[src/rtl/sprite_sched_pkg.sv]
`default_nettype none
// +------------------------------------------------------------------+
// | sprite_sched_pkg : shared state encodings and width helpers       |
// | Rev 1.0                                                           |
// +------------------------------------------------------------------+
package sprite_sched_pkg;

    localparam logic [2:0] c_st_idle  = 3'd0;
    localparam logic [2:0] c_st_latch = 3'd1;
    localparam logic [2:0] c_st_scan  = 3'd2;
    localparam logic [2:0] c_st_wait  = 3'd3;
    localparam logic [2:0] c_st_done  = 3'd4;

    // Index width for n entries, never below 1 so buses stay legal.
    function automatic int idx_width(input int n);
        return (n < 2) ? 1 : $clog2(n);
    endfunction

endpackage
`default_nettype wire

[src/rtl/sprite_slot_hit.sv]
`default_nettype none
// +------------------------------------------------------------------+
// | sprite_slot_hit : per-slot horizontal hit and opacity test        |
// | Rev 1.0                                                           |
// +------------------------------------------------------------------+
module sprite_slot_hit
    import sprite_sched_pkg::*;
#(
    parameter int CORDW     = 10,
    parameter int SPR_WIDTH = 8
) (
    input  logic signed [CORDW-1:0]     sx,
    input  logic signed [CORDW-1:0]     x_i,
    input  logic        [SPR_WIDTH-1:0] buf_i,
    input  logic                        valid_i,
    output logic                        hit_i,
    output logic                        opaque_i
);

    localparam int                     COLW = idx_width(SPR_WIDTH);
    localparam logic signed [CORDW:0]  c_w  = (CORDW+1)'(SPR_WIDTH);

    logic signed [CORDW:0]  w_dx;
    logic [SPR_WIDTH-1:0]   w_rev;

    // One extra bit keeps the difference exact near the coordinate extremes.
    assign w_dx = {sx[CORDW-1], sx} - {x_i[CORDW-1], x_i};

    generate
        for (genvar g = 0; g < SPR_WIDTH; g++) begin : g_rev
            assign w_rev[g] = buf_i[SPR_WIDTH-1-g];
        end
    endgenerate

    assign hit_i    = valid_i && !w_dx[CORDW] && (w_dx < c_w);
    assign opaque_i = hit_i && w_rev[w_dx[COLW-1:0]];

endmodule
`default_nettype wire

[src/rtl/sprite_scheduler.sv]
`default_nettype none
// +------------------------------------------------------------------+
// | sprite_scheduler : shared sprite-row ROM fetch and pixel priority |
// | Rev 1.0                                                           |
// +------------------------------------------------------------------+
module sprite_scheduler
    import sprite_sched_pkg::*;
#(
    parameter int CORDW      = 10,
    parameter int NUM_SPR    = 4,
    parameter int SPR_WIDTH  = 8,
    parameter int SPR_HEIGHT = 8,
    parameter int IMGW       = 2
) (
    input  logic                                      clk,
    input  logic                                      rst_n,
    input  logic                                      line_start,
    input  logic                                      frame,
    input  logic signed [CORDW-1:0]                   next_sy,
    input  logic signed [CORDW-1:0]                   sx,
    input  logic        [NUM_SPR-1:0]                 spr_en,
    input  logic        [NUM_SPR*CORDW-1:0]           spr_x,
    input  logic        [NUM_SPR*CORDW-1:0]           spr_y,
    input  logic        [NUM_SPR*IMGW-1:0]            spr_img,
    output logic                                      rom_en,
    output logic [IMGW+idx_width(SPR_HEIGHT)-1:0]     rom_addr,
    input  logic        [SPR_WIDTH-1:0]               rom_data,
    output logic                                      pix,
    output logic [idx_width(NUM_SPR)-1:0]             spr_id,
    output logic                                      drawing,
    output logic                                      collision,
    output logic                                      busy
);

    localparam int SLOTW = idx_width(NUM_SPR);
    localparam int ROWW  = idx_width(SPR_HEIGHT);
    localparam int ADDRW = IMGW + ROWW;
    localparam logic signed [CORDW:0] c_h    = (CORDW+1)'(SPR_HEIGHT);
    localparam logic [SLOTW-1:0]      c_last = SLOTW'(NUM_SPR-1);

    logic [2:0]                r_state;
    logic [SLOTW-1:0]          r_k;
    logic [NUM_SPR*CORDW-1:0]  r_x;
    logic [NUM_SPR*CORDW-1:0]  r_y;
    logic [NUM_SPR*IMGW-1:0]   r_img;
    logic [NUM_SPR-1:0]        r_en;
    logic [NUM_SPR-1:0]        r_valid;
    logic signed [CORDW-1:0]   r_sy;
    logic [SPR_WIDTH-1:0]      r_buf [NUM_SPR];
    logic [ADDRW-1:0]          r_addr;

    logic signed [CORDW-1:0]   w_yk;
    logic signed [CORDW:0]     w_row;
    logic [IMGW-1:0]           w_imgk;
    logic                      w_active;
    logic                      w_fetch;
    logic                      w_last;
    logic                      w_busy;
    logic [ADDRW-1:0]          w_addr;

    assign w_yk     = r_y[int'(r_k)*CORDW +: CORDW];
    assign w_imgk   = r_img[int'(r_k)*IMGW +: IMGW];
    assign w_row    = {r_sy[CORDW-1], r_sy} - {w_yk[CORDW-1], w_yk};
    assign w_active = r_en[r_k] && !w_row[CORDW] && (w_row < c_h);
    assign w_fetch  = (r_state == c_st_scan) && w_active;
    assign w_last   = (r_k == c_last);
    assign w_addr   = {w_imgk, w_row[ROWW-1:0]};
    assign w_busy   = (r_state == c_st_latch) || (r_state == c_st_scan) ||
                      (r_state == c_st_wait);

    // The ROM samples the address in the SCAN cycle itself; r_addr only
    // keeps the bus steady between fetches.
    assign rom_en   = w_fetch;
    assign rom_addr = w_fetch ? w_addr : r_addr;
    assign busy     = w_busy;

    always_ff @(posedge clk or negedge rst_n) begin
        if (!rst_n) begin
            r_state <= c_st_idle;
            r_k     <= '0;
            r_x     <= '0;
            r_y     <= '0;
            r_img   <= '0;
            r_en    <= '0;
            r_valid <= '0;
            r_sy    <= '0;
            r_addr  <= '0;
            for (int i = 0; i < NUM_SPR; i++) r_buf[i] <= '0;
        end else if (line_start) begin
            r_state <= c_st_latch;
            r_valid <= '0;
        end else begin
            case (r_state)
                c_st_latch: begin
                    r_x     <= spr_x;
                    r_y     <= spr_y;
                    r_img   <= spr_img;
                    r_en    <= spr_en;
                    r_sy    <= next_sy;
                    r_k     <= '0;
                    r_state <= c_st_scan;
                end
                c_st_scan: begin
                    if (w_active) begin
                        r_addr  <= w_addr;
                        r_state <= c_st_wait;
                    end else if (w_last) begin
                        r_state <= c_st_done;
                    end else begin
                        r_k <= r_k + SLOTW'(1);
                    end
                end
                c_st_wait: begin
                    r_buf[r_k]   <= rom_data;
                    r_valid[r_k] <= 1'b1;
                    if (w_last) begin
                        r_state <= c_st_done;
                    end else begin
                        r_k     <= r_k + SLOTW'(1);
                        r_state <= c_st_scan;
                    end
                end
                c_st_done: r_state <= c_st_idle;
                default:   r_state <= c_st_idle;
            endcase
        end
    end

    logic [NUM_SPR-1:0] w_hit;
    logic [NUM_SPR-1:0] w_opq;

    generate
        for (genvar i = 0; i < NUM_SPR; i++) begin : g_slot
            sprite_slot_hit #(
                .CORDW     (CORDW),
                .SPR_WIDTH (SPR_WIDTH)
            ) u_hit (
                .sx       (sx),
                .x_i      (r_x[i*CORDW +: CORDW]),
                .buf_i    (r_buf[i]),
                .valid_i  (r_valid[i]),
                .hit_i    (w_hit[i]),
                .opaque_i (w_opq[i])
            );
        end
    endgenerate

    logic [SLOTW-1:0] w_hit_id;
    logic [SLOTW-1:0] w_opq_id;
    logic             w_seen;
    logic             w_multi;

    // Descending scan so the lowest index is the last (winning) write.
    always_comb begin
        w_hit_id = '0;
        w_opq_id = '0;
        w_seen   = 1'b0;
        w_multi  = 1'b0;
        for (int i = NUM_SPR - 1; i >= 0; i--) begin
            if (w_hit[i]) w_hit_id = SLOTW'(i);
            if (w_opq[i]) w_opq_id = SLOTW'(i);
        end
        for (int i = 0; i < NUM_SPR; i++) begin
            if (w_opq[i]) begin
                if (w_seen) w_multi = 1'b1;
                w_seen = 1'b1;
            end
        end
    end

    always_ff @(posedge clk or negedge rst_n) begin
        if (!rst_n) begin
            pix       <= 1'b0;
            drawing   <= 1'b0;
            spr_id    <= '0;
            collision <= 1'b0;
        end else begin
            pix     <= (|w_opq) && !w_busy;
            drawing <= (|w_hit) && !w_busy;
            spr_id  <= (|w_opq) ? w_opq_id : w_hit_id;
            if (w_multi)
                collision <= 1'b1;
            else if (frame)
                collision <= 1'b0;
        end
    end

endmodule
`default_nettype wire

[config.mk]
export PLATFORM = sky130hd
export DESIGN_NAME = sprite_scheduler
export DESIGN_NICKNAME = d
export VERILOG_FILES = /design/src/rtl/sprite_sched_pkg.sv /design/src/rtl/sprite_slot_hit.sv /design/src/rtl/sprite_scheduler.sv
export SDC_FILE = /design/constraint.sdc
export NUM_CORES = 1
export LEC_CHECK = 0
export CAP_MARGIN = 20
export CORE_MARGIN = 2
export CORE_UTILIZATION = 40
export CTS_BUF_LIST = sky130_fd_sc_hd__clkbuf_8
export CTS_CLUSTER_DIAMETER = 120
export DETAILED_ROUTE_END_ITERATION = 10
export GPL_TIMING_DRIVEN = 0
export SYNTH_ARGS = -nofsm -noshare
export SYNTH_HDL_FRONTEND = slang
export SYNTH_HIERARCHICAL = 1
export SYNTH_SLANG_ARGS = --single-unit
[constraint.sdc]
create_clock -name clk -period 12.21 [get_ports clk]
set_input_delay 1.221 -clock clk [delete_from_list [all_inputs] [get_ports clk]]
set_output_delay 1.221 -clock clk [all_outputs]
set_load 0.1 [all_outputs]
**Yosys cells after proc, flatten, opt, wreduce, memory -nomap -nowiden**

Cells that the tools add are included.
Widths: inputs -> output; s select.

- Add/sub/neg operators: 6
- $mul: 1
- Div/mod/pow operators: 0
- $lt $le $gt $ge: 13
- Eq/ne operators: 6
- Shift-type cells: 2
- Mux-type cells: 46
- Bitwise gates (word level): 3
- Reductions and logical operators: 36

Operators with widths:

| kind | number |
|---|---|
| $lt 11x5->1 const B | 5 |
| $sub 10x10->11 | 5 |
| $shiftx 40x7->10 | 1 |
| $bwmux 32 | 1 |
| $mux 2 | 11 |
| $logic_and 1x1->1 | 19 |
| $mux 1 | 17 |
| $demux 8 s2 | 1 |
| $lt 3x4->1 const B | 4 |
| $bmux 1 s3 | 4 |
| $mux 3 | 4 |
| $pmux 3 s3 | 1 |
| $mux 4 | 2 |
| $mux 8 | 1 |
| $reduce_or 4->1 | 2 |
| $shiftx 8x4->2 | 1 |
| $eq 3x2->1 const B | 2 |
| $logic_not 1->1 | 6 |
| $pmux 2 s3 | 1 |
| $reduce_and 3->1 | 2 |
| $mul 2x3->5 const B | 1 |
| $mux 5 | 1 |
| $ne 4x4->1 const B | 1 |
| $or 4x4->4 | 1 |
| 16 further kinds | 19 |

- Register bits after elaboration: 153
- Bits in latches: 0
- Bits in writable memories: 0
- ROM bits: 0
- Input port bits: 124
- Output and inout port bits: 12
- Logic and storage cells: 130
- Memories kept: 0

**Depth between registers and ports, before layout**

- Word-level depth: 13
- Depth in mapped cells: 17
- Gate-level depth less buffers: 17

**Hierarchy**

Netlist, hierarchy kept.

By module, submodules not included:

| module | instances | cells each | area each (µm²) |
|---|---|---|---|
| sprite_scheduler | 1 | 453 | 6,695.2 |
| sprite_slot_hit | 4 | 77 | 620.6 |

**Least setup slack after synthesis**

Ideal clock, no wire load.

- Path kind: reg2out
- Start point: register r_k[0]
- End point: output port rom_en
- Arrival time: 6.148 ns
- Path slack: 4.841 ns
- Cell stages (with the launch flop): 12
- Buffers on the path: 2
- Path through: dfrtp_1 > buf_6 > clkbuf_1 > mux4_2 > inv_1 > ha_1 > a21o_2 > a31oi_1 > nand2_1 > a311oi_1 > mux2_4 > nor4b_1

- Longest elaborated chain between the ends: 7

RTL lines:

| item | RTL line | RTL |
|---|---|---|
| from (decl) | sprite_scheduler.sv:42 | `logic [SLOTW-1:0] r_k;` |
| from (signal assigned) | sprite_scheduler.sv:110 | `r_k <= r_k + SLOTW'(1);` |
| from (signal assigned) | sprite_scheduler.sv:119 | `r_k <= r_k + SLOTW'(1);` |
| branches (longest 5 deep; another with $sub 10x10->11) | - |  |
| $logic_and 1x1->1 (*) | sprite_scheduler.sv:64 | `assign w_active = r_en[r_k] && !w_row[CORDW] && (w_row < c_h);` |
| $logic_and 1x1->1 (*) | sprite_scheduler.sv:65 | `assign w_fetch = (r_state == c_st_scan) && w_active;` |
| to (decl) | sprite_scheduler.sv:25 | `output logic rom_en,` |

Mark *: on every way between the ends. The select of a mux whose other input is x is not followed.

**Final worst setup path**

- Start point: register r_k[0]
- End point: output port rom_addr[1]

- Longest elaborated chain between the ends: 8

RTL lines:

| item | RTL line | RTL |
|---|---|---|
| branches (longest 7 deep; another with $sub 10x10->11) | - |  |
| $mux 5 (*) | sprite_scheduler.sv:74 | `assign rom_addr = w_fetch ? w_addr : r_addr;` |
| to (decl) | sprite_scheduler.sv:26 | `output logic [IMGW+idx_width(SPR_HEIGHT)-1:0] rom_addr,` |

Marked as above.

==> results list <==
* Status: complete, no violations
- Once the clock tree was built, the resizer swapped 0 gates to a different size.
* Number of synthesized flops with an enable pin: 0
- The first global-routing pass estimated 34600 microns of wire.
- Worst slew margin: 31.9%
- Source-to-sink clock delay at the later pin of the worst-skew pair: 0.48 ns
- Total CTS buffers: 17
- Summed over all layers, the global routing overflow is 0.
- In this run the static leakage power is 0.00498 uW.
- The initial antenna violation count was 0.
- CTS Buffer Depth: 2
- The routed design could run at a clock period as short as 7.15 ns.
* Number of max-slew violations in the final report: 0
- The path class of the tightest hold or removal check is reg2reg.
* CTS Sinks: 153
- Routed wl met3: 1010 microns
* Pin slew with the least headroom to its limit: 1.02 ns
* Number of top-level pins: 136
* Topmost layer with routed signal wires: met4
- Power density cells: 170 nW/um^2
- Cell types with the largest area share after synthesis: sky130_fd_sc_hd__dfrtp_1, sky130_fd_sc_hd__mux2_2, sky130_fd_sc_hd__ha_1
- IR analysis of the VDD net gives a maximum drop of 0.0676 mV.
* Final setup violating endpoints: 0
- Global routing consumed, over all layers together, 18.5% of the routing resources.
- Filler Cells Inserted: 2071
- Row generation in the floorplan step produced 55 rows.
- The cell count after synthesis came out at 761.
* Nets: 1098
- During synthesis, Yosys emitted a total of 6 warnings.
- Crit start category: flip-flop
- Clock Tree Root: sky130_fd_sc_hd__clkbuf_8
- The first detailed-routing pass took 4 iterations.
- Final critical-path share of the clock period: 58.6%
* TritonCTS clock tree: done
- Walking the worst path, the cells encountered are buf_6 -> clkbuf_1 -> mux4_2 -> inv_1 -> ha_1 -> a21o_2 -> a31oi_1 -> nand2_1 -> a311oi_1 -> mux2_4 -> nor3_2 -> mux2_2 -> clkdlybuf4s50_1.
* Max-cap violations: 0
* Max FO, Critical Path: 10
* Number of cells after detailed placement: 1181
- Counting both buffers and inverters, the worst setup path holds a total of 4.
* Sort of element at the end of the critical path: primary output
* Fraction of synthesized cell area taken by the top area cell type: 41.7%
* Iter 0 DRT Violations: 269
* Pre-CTS setup slack: 5.41 ns
- Among all flip-flop cells after synthesis, the most frequent one is sky130_fd_sc_hd__dfrtp_1.
- Of the cells placed in the final design, the portion with a size suffix greater than 1 is 27.9%.
* Total half-perimeter wirelength after legalization and detailed placement: 16200 microns
- Clock-pin slew reported for the worst setup and hold paths after clock tree synthesis: 0.10 ns
- Crit path kind: reg2out
* FF+latch count, synth: 153
* Cts hold-fix bufs: 0
- Effective utilization at floorplan: 40.7%
- Top cell types by occurrence after synthesis: sky130_fd_sc_hd__dfrtp_1, sky130_fd_sc_hd__mux2_2, sky130_fd_sc_hd__inv_1
- In the final routed layout, each cell accounts on average for 17.7 microns.
- In this run the remaining antenna-violating nets after routing total 0.
- Antenna cell count: 0
- Setup repair after global routing left no endpoint under its margin.
* Average footprint of a synthesized cell: 12.1 sq um
* Post-route setup slack: 5.06 ns
- Yosys mapped the design onto 65 distinct sky130hd cell types.
* Non-filler instance count after layout: 1213
- Fraction of registers with async set or reset after synthesis: 100%
* Sequential element share of the synthesized area: 41.7%
* Post-route met1 wirelength: 10000 microns
- The die covers 24200 sq um.
- After detailed routing, the number of remaining DRC violations is 0.
* Crit path required time: 10.99 ns
- Kind of cell adding the most delay to the critical path: buffers and inverters
- Fmax: 140 MHz
- Once the clock tree was built, the setup fixing pass inserted 0 buffers.
- Slowest CP cell: sky130_fd_sc_hd__clkdlybuf4s50_1
* Net count of the mapped netlist: 944
- The synthesized netlist occupies a cell area of 9180 sq um.
- The final route contains 6379 vias.
- Accumulated negative setup slack: 0 ns
- Summed over all layers, the routed wires come to 21400 microns.
- Entering global routing, the biggest net connects 99 pins.
- The final-report hold violation count is 0.
- The via count of the first global-routing pass came to 6603.
- In the post-synthesis netlist, the cell with the most instances is sky130_fd_sc_hd__dfrtp_1.
- Area of the core region: 22600 sq um
* Worst path arrival time: 5.93 ns
* Signed area change from the synthesized netlist to the final layout: 23.1%
* Global placement routability congestion: 0.801
- Per-cell via count in the routed design: 5.26
- Dominant cell type by area after synthesis: sky130_fd_sc_hd__dfrtp_1
* Die width: 155 microns
- Met2 Wirelength: 10200 microns
- Worst clock skew on the final layout: 0.0173 ns
- Die span in y: 155 microns
- Largest stage delay on the critical path: 1.15 ns
- Maximum level of the CTS H-tree: 4
- In this run the tool buffered the top-level ports with 134 buffer cells.
cell usage in the layout (no fill, tap or decap), drive strengths merged, types with 6 or more instances in the layout:
cell type,netlist,final
nand2,31,31
mux2i,11,11
nor2b,10,10
a21o,23,23
inv,71,81
mux2,142,142
nor2,25,25
o2111ai,6,6
a21oi,24,24
clkbuf,8,25
buf,13,15
and3,7,7
dfrtp,153,153
nor3,7,7
a21boi,6,6
nand3,9,9
mux4,21,21
nand3b,6,6
clkdlybuf4s50,0,133
ha,54,54
nor3b,9,9
a31oi,10,10
o21ai,13,13
or2,8,8
xnor2,10,10
nand4,8,8
per-stage QoR:
stage | utilization (%) | hold WS, ns | total power (uW) | cell area, sq um
after floorplan | - | 0.463 | 1330 | 9180
after global placement | 48.2 | 0.482 | 1530 | 10900
after detailed placement | 48.3 | 0.488 | 1540 | 10900
after CTS | 50.0 | 0.513 | 1950 | 11300
after global routing | 50.0 | 0.524 | 2070 | 11300
final | 50.0 | 0.509 | 1920 | 11300
path summary, 6_finish.rpt:
path,startpoint,endpoint,slack (ns),cells past startpoint
setup / recovery,r_k[0],rom_addr[1],5.06,13
hold / removal,r_buf[20],r_buf[20],0.51,1
setup reg to reg,r_k[0],r_addr[2],7.76,13
hold reg to reg,r_buf[20],r_buf[20],0.51,1
max in group asynchronous,rst_n,r_sy[1],10.66,2
min in group asynchronous,rst_n,r_x[11],0.67,1
report_power, final:
part	leakage (uW)	switching (uW)	internal [uW]
registers	0.00187	65.9	634
clock network	0.000197	225	169
logic	0.00291	398	430
total	0.00498	689	1230
state kept, by name, indices dropped and copies added (netlist names):
name       count
collision      1
r_addr         5
r_y           40
r_valid        4
r_en           4
pix            1
r_sy          10
r_buf         32
r_k            2
r_img          8
drawing        1
spr_id         2
r_x           40
r_state        3
kinds of logic after synthesis:
family / synth area share, %
AO/OA/AOI/OAI: 11.5
buffers and inverters: 4.38
adder cells (fa/ha/maj): 8.45
AND/OR/NAND/NOR: 8.44
XOR/XNOR: 1.43
flip-flops: 41.7
multiplexers: 24.1
cell type report:
| class | count | area, sq um | share of cell area (%) |
|---|---|---|---|
| sequential | 153 | 3830 | 33.9 |
| multi-input combinational | 516 | 4950 | 43.8 |
| timing repair buffer | 135 | 1370 | 12.2 |
| inverter | 71 | 267 | 2.36 |
| clock inverter | 15 | 155 | 1.37 |
| clock buffer | 17 | 234 | 2.07 |
| tap | 285 | 357 | 3.16 |
| buffer | 21 | 135 | 1.20 |
worst register-to-register path: stages, from the launching register on:
cell and delay [ns]:
sky130_fd_sc_hd__dfrtp_1 0.41, sky130_fd_sc_hd__buf_6 0.17, sky130_fd_sc_hd__clkbuf_1 0.63, sky130_fd_sc_hd__mux4_2 0.61, sky130_fd_sc_hd__inv_1 0.08, sky130_fd_sc_hd__ha_1 0.28, sky130_fd_sc_hd__a21o_2 0.22, sky130_fd_sc_hd__a31oi_1 0.19
sky130_fd_sc_hd__nand2_1 0.12, sky130_fd_sc_hd__a311oi_1 0.40, sky130_fd_sc_hd__mux2_4 0.38, sky130_fd_sc_hd__or3b_1 0.40, sky130_fd_sc_hd__buf_6 0.15, sky130_fd_sc_hd__mux2_4 0.29
layer usage:
metal | global-route usage [%] | vias up
met5 | 0 | -
met4 | 3.93 | 0
met3 | 4.46 | 17
met2 | 31.5 | 125
met1 | 23.9 | 3121
li1 | - | 3116
(Power assumes the default switching activity.)
